`config.mk`:
```
export PLATFORM = sky130hd
export DESIGN_NAME = apb_gpio_db
export DESIGN_NICKNAME = d
export VERILOG_FILES = /design/src/rtl/gpio_db_pkg.sv /design/src/rtl/gpio_db_pin.sv /design/src/rtl/apb_gpio_db.sv
export SDC_FILE = /design/constraint.sdc
export NUM_CORES = 1
export LEC_CHECK = 0
export ABC_CLOCK_PERIOD_IN_PS = 6750
export BUFFER_PORTS_ARGS = -buffer_cell sky130_fd_sc_hd__buf_2
export CAP_MARGIN = 5
export CORE_MARGIN = 5
export CORE_UTILIZATION = 30
export CTS_BUF_LIST = sky130_fd_sc_hd__clkbuf_4 sky130_fd_sc_hd__clkbuf_8 sky130_fd_sc_hd__clkbuf_16
export CTS_CLUSTER_DIAMETER = 200
export DETAILED_ROUTE_END_ITERATION = 16
export PLACE_DENSITY = 0.55
export SETUP_SLACK_MARGIN = 0.15
export SLEW_MARGIN = 20
export SYNTH_ARGS = -nofsm -noshare
export SYNTH_HDL_FRONTEND = slang
export SYNTH_SLANG_ARGS = --single-unit
```
`constraint.sdc`:
```
create_clock -name PCLK -period 6.75 [get_ports PCLK]
set_input_delay 0.3375 -clock PCLK [delete_from_list [all_inputs] [get_ports PCLK]]
set_output_delay 0.3375 -clock PCLK [all_outputs]
set_load 0.03 [all_outputs]
```
`src/rtl/gpio_db_pkg.sv`:
```
// gpio_db_pkg: register offsets and limits shared by the debounced APB GPIO port
// Contents: byte offsets of every mapped register, the pin-count upper bound and
//           an address-decode helper used for the error response.
package gpio_db_pkg;
   localparam int MaxWidth = 32;
   localparam logic [7:0] OFF_DATA    = 8'h00;
   localparam logic [7:0] OFF_DOUT    = 8'h04;
   localparam logic [7:0] OFF_OUTEN   = 8'h08;
   localparam logic [7:0] OFF_INTEN   = 8'h0C;
   localparam logic [7:0] OFF_INTTYPE = 8'h10;
   localparam logic [7:0] OFF_INTPOL  = 8'h14;
   localparam logic [7:0] OFF_INTBOTH = 8'h18;
   localparam logic [7:0] OFF_INTSTAT = 8'h1C;
   localparam logic [7:0] OFF_DBTHR   = 8'h20;
   localparam logic [7:0] OFF_DBEN    = 8'h24;
   localparam logic [7:0] OFF_DSET    = 8'h28;
   localparam logic [7:0] OFF_DCLR    = 8'h2C;
   // Offsets are word aligned by construction, so the map is one contiguous range.
   function automatic logic off_mapped(input logic [7:0] off);
      return off <= OFF_DCLR;
   endfunction
endpackage

```
`src/rtl/gpio_db_pin.sv`:
```
// gpio_db_pin: one pin's synchroniser, debounce filter, edge/level detect and status bit
// Ports: clk/rst        clock and synchronous active-high reset
//        pin_in         asynchronous pad input
//        db_en, db_thr  debounce enable and threshold (0 threshold = bypass)
//        int_en/type/pol/both  interrupt enable, 1=edge, polarity, both-edges
//        clr            write-one-to-clear strobe for this pin's status
//        stable         debounced pin value
//        stat           interrupt status bit
module gpio_db_pin
   import gpio_db_pkg::*;
#(
   parameter int SyncStages = 2,
   parameter int DbWidth    = 8
) (
   input  logic               clk,
   input  logic               rst,
   input  logic               pin_in,
   input  logic               db_en,
   input  logic [DbWidth-1:0] db_thr,
   input  logic               int_en,
   input  logic               int_type,
   input  logic               int_pol,
   input  logic               int_both,
   input  logic               clr,
   output logic               stable,
   output logic               stat
);
   logic [SyncStages-1:0] sync_q;
   logic [DbWidth-1:0]    cnt;
   logic                  sync, prev, bypass, hit, rise, fall, edge_hit, lvl_hit, set;

   assign sync     = sync_q[SyncStages-1];
   assign bypass   = !db_en || db_thr == '0;
   // Threshold reached on this cycle: the DBTHR-th consecutive differing sample.
   assign hit      = sync != stable && cnt == db_thr - 1'b1;
   assign rise     = stable & ~prev;
   assign fall     = ~stable & prev;
   assign edge_hit = int_both ? rise | fall : int_pol ? rise : fall;
   assign lvl_hit  = int_pol ? stable : ~stable;
   assign set      = int_en & (int_type ? edge_hit : lvl_hit);

   always_ff @(posedge clk)
      if (rst) begin
         sync_q <= '0;
         cnt    <= '0;
         stable <= 1'b0;
         prev   <= 1'b0;
         stat   <= 1'b0;
      end else begin
         sync_q <= {sync_q[SyncStages-2:0], pin_in};
         stable <= bypass || hit ? sync : stable;
         cnt    <= bypass || sync == stable || hit ? '0 : cnt + 1'b1;
         prev   <= stable;
         // A new event outranks a simultaneous clear so no event is ever lost.
         stat   <= set | (stat & ~clr);
      end
endmodule

```
`src/rtl/apb_gpio_db.sv`:
```
// apb_gpio_db: parametrised APB GPIO port with input debounce and edge/level interrupts
// Ports: PCLK, PRESET        clock, synchronous active-high reset
//        PSEL..PWDATA        APB slave request (PADDR is the word address)
//        PRDATA, PREADY      combinational read data, always ready
//        PSLVERR             error on access to an unmapped offset
//        PORTIN              asynchronous pad inputs
//        PORTOUT, PORTEN     pad output value and output enable
//        GPIOINT, COMBINT    registered per-pin interrupts and their OR
module apb_gpio_db
   import gpio_db_pkg::*;
#(
   parameter int PortWidth  = 8,
   parameter int SyncStages = 2,
   parameter int DbWidth    = 8
) (
   input  logic                 PCLK,
   input  logic                 PRESET,
   input  logic                 PSEL,
   input  logic [5:0]           PADDR,
   input  logic                 PENABLE,
   input  logic                 PWRITE,
   input  logic [31:0]          PWDATA,
   output logic [31:0]          PRDATA,
   output logic                 PREADY,
   output logic                 PSLVERR,
   input  logic [PortWidth-1:0] PORTIN,
   output logic [PortWidth-1:0] PORTOUT,
   output logic [PortWidth-1:0] PORTEN,
   output logic [PortWidth-1:0] GPIOINT,
   output logic                 COMBINT
);
   logic [7:0]           off;
   logic                 acc, wr, rd, unused_pwdata;
   logic [PortWidth-1:0] wd, dout, outen, inten, inttype, intpol, intboth, dben, data, stat;
   logic [DbWidth-1:0]   dbthr;
   logic [31:0]          rdata;

   assign off          = {PADDR, 2'b00};
   assign acc          = PSEL & PENABLE;
   assign wr           = acc & PWRITE;
   assign rd           = acc & ~PWRITE;
   assign wd           = PWDATA[PortWidth-1:0];
   assign unused_pwdata = ^PWDATA;
   assign PREADY       = 1'b1;
   assign PSLVERR      = acc & ~off_mapped(off);
   assign PRDATA       = rd ? rdata : '0;
   assign PORTOUT      = dout;
   assign PORTEN       = outen;

   always_ff @(posedge PCLK)
      if (PRESET) begin
         dout    <= '0;
         outen   <= '0;
         inten   <= '0;
         inttype <= '0;
         intpol  <= '0;
         intboth <= '0;
         dbthr   <= '0;
         dben    <= '0;
         GPIOINT <= '0;
         COMBINT <= 1'b0;
      end else begin
         if (wr && off == OFF_DOUT) dout <= wd;
         if (wr && off == OFF_DSET) dout <= dout | wd;
         if (wr && off == OFF_DCLR) dout <= dout & ~wd;
         if (wr && off == OFF_OUTEN) outen <= wd;
         if (wr && off == OFF_INTEN) inten <= wd;
         if (wr && off == OFF_INTTYPE) inttype <= wd;
         if (wr && off == OFF_INTPOL) intpol <= wd;
         if (wr && off == OFF_INTBOTH) intboth <= wd;
         if (wr && off == OFF_DBTHR) dbthr <= PWDATA[DbWidth-1:0];
         if (wr && off == OFF_DBEN) dben <= wd;
         GPIOINT <= stat & inten;
         COMBINT <= |(stat & inten);
      end

   // Write-only and unmapped offsets fall through to zero.
   always_comb begin
      rdata = '0;
      case (off)
         OFF_DATA:    rdata = 32'(data);
         OFF_DOUT:    rdata = 32'(dout);
         OFF_OUTEN:   rdata = 32'(outen);
         OFF_INTEN:   rdata = 32'(inten);
         OFF_INTTYPE: rdata = 32'(inttype);
         OFF_INTPOL:  rdata = 32'(intpol);
         OFF_INTBOTH: rdata = 32'(intboth);
         OFF_INTSTAT: rdata = 32'(stat);
         OFF_DBTHR:   rdata = 32'(dbthr);
         OFF_DBEN:    rdata = 32'(dben);
         default:     rdata = '0;
      endcase
   end

   for (genvar g = 0; g < PortWidth; g++) begin : g_pin
      gpio_db_pin #(
         .SyncStages(SyncStages),
         .DbWidth   (DbWidth)
      ) u_pin (
         .clk     (PCLK),
         .rst     (PRESET),
         .pin_in  (PORTIN[g]),
         .db_en   (dben[g]),
         .db_thr  (dbthr),
         .int_en  (inten[g]),
         .int_type(inttype[g]),
         .int_pol (intpol[g]),
         .int_both(intboth[g]),
         .clr     (wr && off == OFF_INTSTAT && wd[g]),
         .stable  (data[g]),
         .stat    (stat[g])
      );
   end
endmodule

```
==> flow_metrics.tcl <==
set metrics [dict create \
    outcome "finished clean" \
    drcViolationCount 0 \
    hold_viol_final 0 \
    cp.arrival_ns 3.97 \
    final_common_cell "dfxtp_1" \
    start_kind "flop" \
    dieArea_sq_mm 0.0341 \
    async_reset_ff_frac 0 \
    cp-end-kind "flop" \
    syn_to_final_growth_pct 12.6 \
    antenna_found_initial 0 \
    num_rows 64 \
    power_density_mw_per_mm2 215 \
    timing.final.crit_period_ns 3.66 \
    placed_cells 1428 \
    synth_seq_cells 177 \
    wl_met1_mm 11.1 \
    required_ns 7.07 \
    met2_length_mm 10.7 \
    period_share 0.542 \
    maxSlewHeadroom 0.205 \
    numCtsBuffers 17 \
    post-cts-setup-buffer-count 0 \
    dpl_cell_area_sq_mm 0.00968 \
    maxCapViolations 0 \
    finalSetupViolCount 0 \
    fin_cells 1459 \
    cts.repair.resized 0 \
    cts_hold_buf 0 \
    final_cell_mix "dfxtp_1 (177), nor2_1 (152), xor2_1 (73), nand2_1 (72), buf_2 (59)" \
    clockRootBuffer "clkbuf_16" \
    slew_violations 0 \
    wl_met3_mm 1.12 \
    leakagePower_nw 3.94 \
    synth.distinct_cells 58 \
    grt_setup_unrepaired "false" \
    vias 7033 \
    synth_edf_count 0 \
    highest_layer "met4" \
    finish.utilization 0.340 \
    die_w_microns 185 \
    grt_max_degree 93 \
    fillers 3084 \
    initial_core_util 0.302 \
    diodes 0 \
    first_global_vias 6872 \
    grt_pass1_wl_mm 37.3 \
    syn_avg_cell_area_sq_um 8.95 \
    io_buffers 60 \
    dr.pass1.iters 5 \
    seqCellArea_sq_mm 0.00354 \
    fin_skew_ns 0.0122 \
    gp_congestion 0.795 \
    max_freq_mhz 273 \
    synth-seq-area-share 0.387 \
    track_usage 0.137 \
    routedWlPerCell_microns 15.8 \
    die_h_microns 185 \
    ios 110 \
    cts.htree.levels 4 \
    cts_buffer_depth 2 \
    netlist_area_sq_mm 0.00915 \
    hpwlAfterDp_mm 15.9 \
    tightestPinTransition_ns 1.19 \
    wl_mm 23.0 \
    nets 1128 \
    design_area_sq_mm 0.0103 \
    fin_tns_setup_ns 0 \
    cts_tree "yes" \
    clk_pin_slew_ns 0.07 \
    ys.flop_type "dfxtp_1" \
    overflow 0 \
    vdd_drop_max_v 0.000139 \
    viasPerCell 4.82 \
    path_class "reg2reg" \
    crit_path_max_fanout 14 \
    first_iter_violations 502 \
    yosysWarnings 0 \
    synthCells 1023 \
    multi_input_area_sq_mm 0.00518 \
    clk_latency_ns 0.43 \
    hp-class "in2reg" \
    drive_gt1_frac 0.131 \
    final_antenna_net_count 0 \
    clock_sinks 177 \
    coreArea_sq_mm 0.0303 \
]
[cells by family (layout without fill, tap and decap cells)]
group	after synthesis	count (layout)	share of synthesized area
AND/OR/NAND/NOR	378	378	0.201
flip-flops	177	177	0.387
AO/OA/AOI/OAI	134	134	0.0954
XOR/XNOR	129	129	0.136
buffers and inverters	109	126	0.0567
multiplexers	68	68	0.0868
adder cells (fa/ha/maj)	26	26	0.0355
other	2	25	0.000821
[cell usage after synthesis (2+ instances only)]
cell type,count,area [sq um]
nand4b_2,3,45.0
nor3_1,10,50.1
a21oi_1,30,150
a22o_1,2,17.5
nand4_1,3,18.8
nor2b_1,22,138
o221ai_1,3,26.3
buf_4,25,188
a222oi_1,7,70.1
or3_1,8,50.1
xnor2_2,3,48.8
clkbuf_1,40,150
nor3b_1,2,15.0
o21ai_0,39,195
or2_2,5,31.3
and3_1,19,119
xor2_1,73,639
nor4_1,4,25.0
mux2_2,11,124
ha_1,26,325
o2111ai_1,3,26.3
and2_1,3,18.8
nand4_4,3,63.8
o41ai_1,3,26.3
nand2b_1,4,25.0
mux2i_1,49,490
or4_4,4,45.0
dfxtp_1,177,3540
nand3_1,58,290
buf_2,7,35.0
xnor3_1,7,158
buf_1,7,26.3
conb_1,2,7.51
nand2_1,72,270
mux4_2,8,180
a22oi_1,25,188
inv_1,29,109
o211ai_1,11,82.6
xnor2_1,46,403
nor2_1,152,571
[routing by layer]
layer / track usage / up-vias
met5: 0 / -
met2: 0.223 / 168
met3: 0.0270 / 15
li1: - / 3505
met1: 0.189 / 3345
met4: 0.0294 / 0
[power by group]
group	switching (W)	leakage [nW]	internal (W)
logic	0.0000665	2.20	0.0000233
clock network	0.000431	0.306	0.000641
registers	0.00000645	1.43	0.00105
[cell type report]
cell class                 count  area share
timing repair buffer          66      0.0337
multi-input combinational    760       0.502
clock buffer                  19      0.0439
tap                          396      0.0481
clock inverter                12      0.0175
sequential                   177       0.344
inverter                      29      0.0106
[metrics by stage]
stage / worst slack [ns] / hold WS [ns] / power [W]
after floorplan: 3.87 / 0.414 / 0.00116
after global placement: 3.01 / 0.424 / 0.00117
after detailed placement: 3.02 / 0.424 / 0.00117
after CTS: 3.01 / 0.0987 / 0.00224
after global routing: 2.84 / 0.0913 / 0.00230
final: 3.09 / 0.120 / 0.00222
[path summary, 6_finish.rpt]
check / from / endpoint / slack, ns / cells after the start
min reg2reg: g_pin[5].u_pin.sync_q[0] / g_pin[5].u_pin.sync_q[1] / 0.44 / 1
max: dbthr[0] / g_pin[1].u_pin.cnt[7] / 3.09 / 9
max reg2reg: dbthr[0] / g_pin[1].u_pin.cnt[7] / 3.09 / 9
min: PORTIN[6] / g_pin[6].u_pin.sync_q[0] / 0.12 / 2
[state kept, by name (all words and copies together), names as in the netlist]
register            count
intpol                  8
inttype                 8
GPIOINT                 8
intboth                 8
dbthr                   8
g_pin.u_pin.stat        8
g_pin.u_pin.sync_q     16
g_pin.u_pin.cnt        64
inten                   8
dben                    8
PORTEN                  8
COMBINT                 1
g_pin.u_pin.prev        8
PORTOUT                 8
g_pin.u_pin.stable      8
[critical path, cell delays in order, from the launching register on]
cell      delay [ns]
dfxtp_1         0.63
inv_1           0.20
ha_1            0.32
nor3b_1         0.83
xnor2_1         0.40
xor2_1          0.22
o211ai_1        0.14
or4_4           0.58
nand4_4         0.16
nor2_1          0.06
No activity file was read; power rests on OpenSTA's default activity.
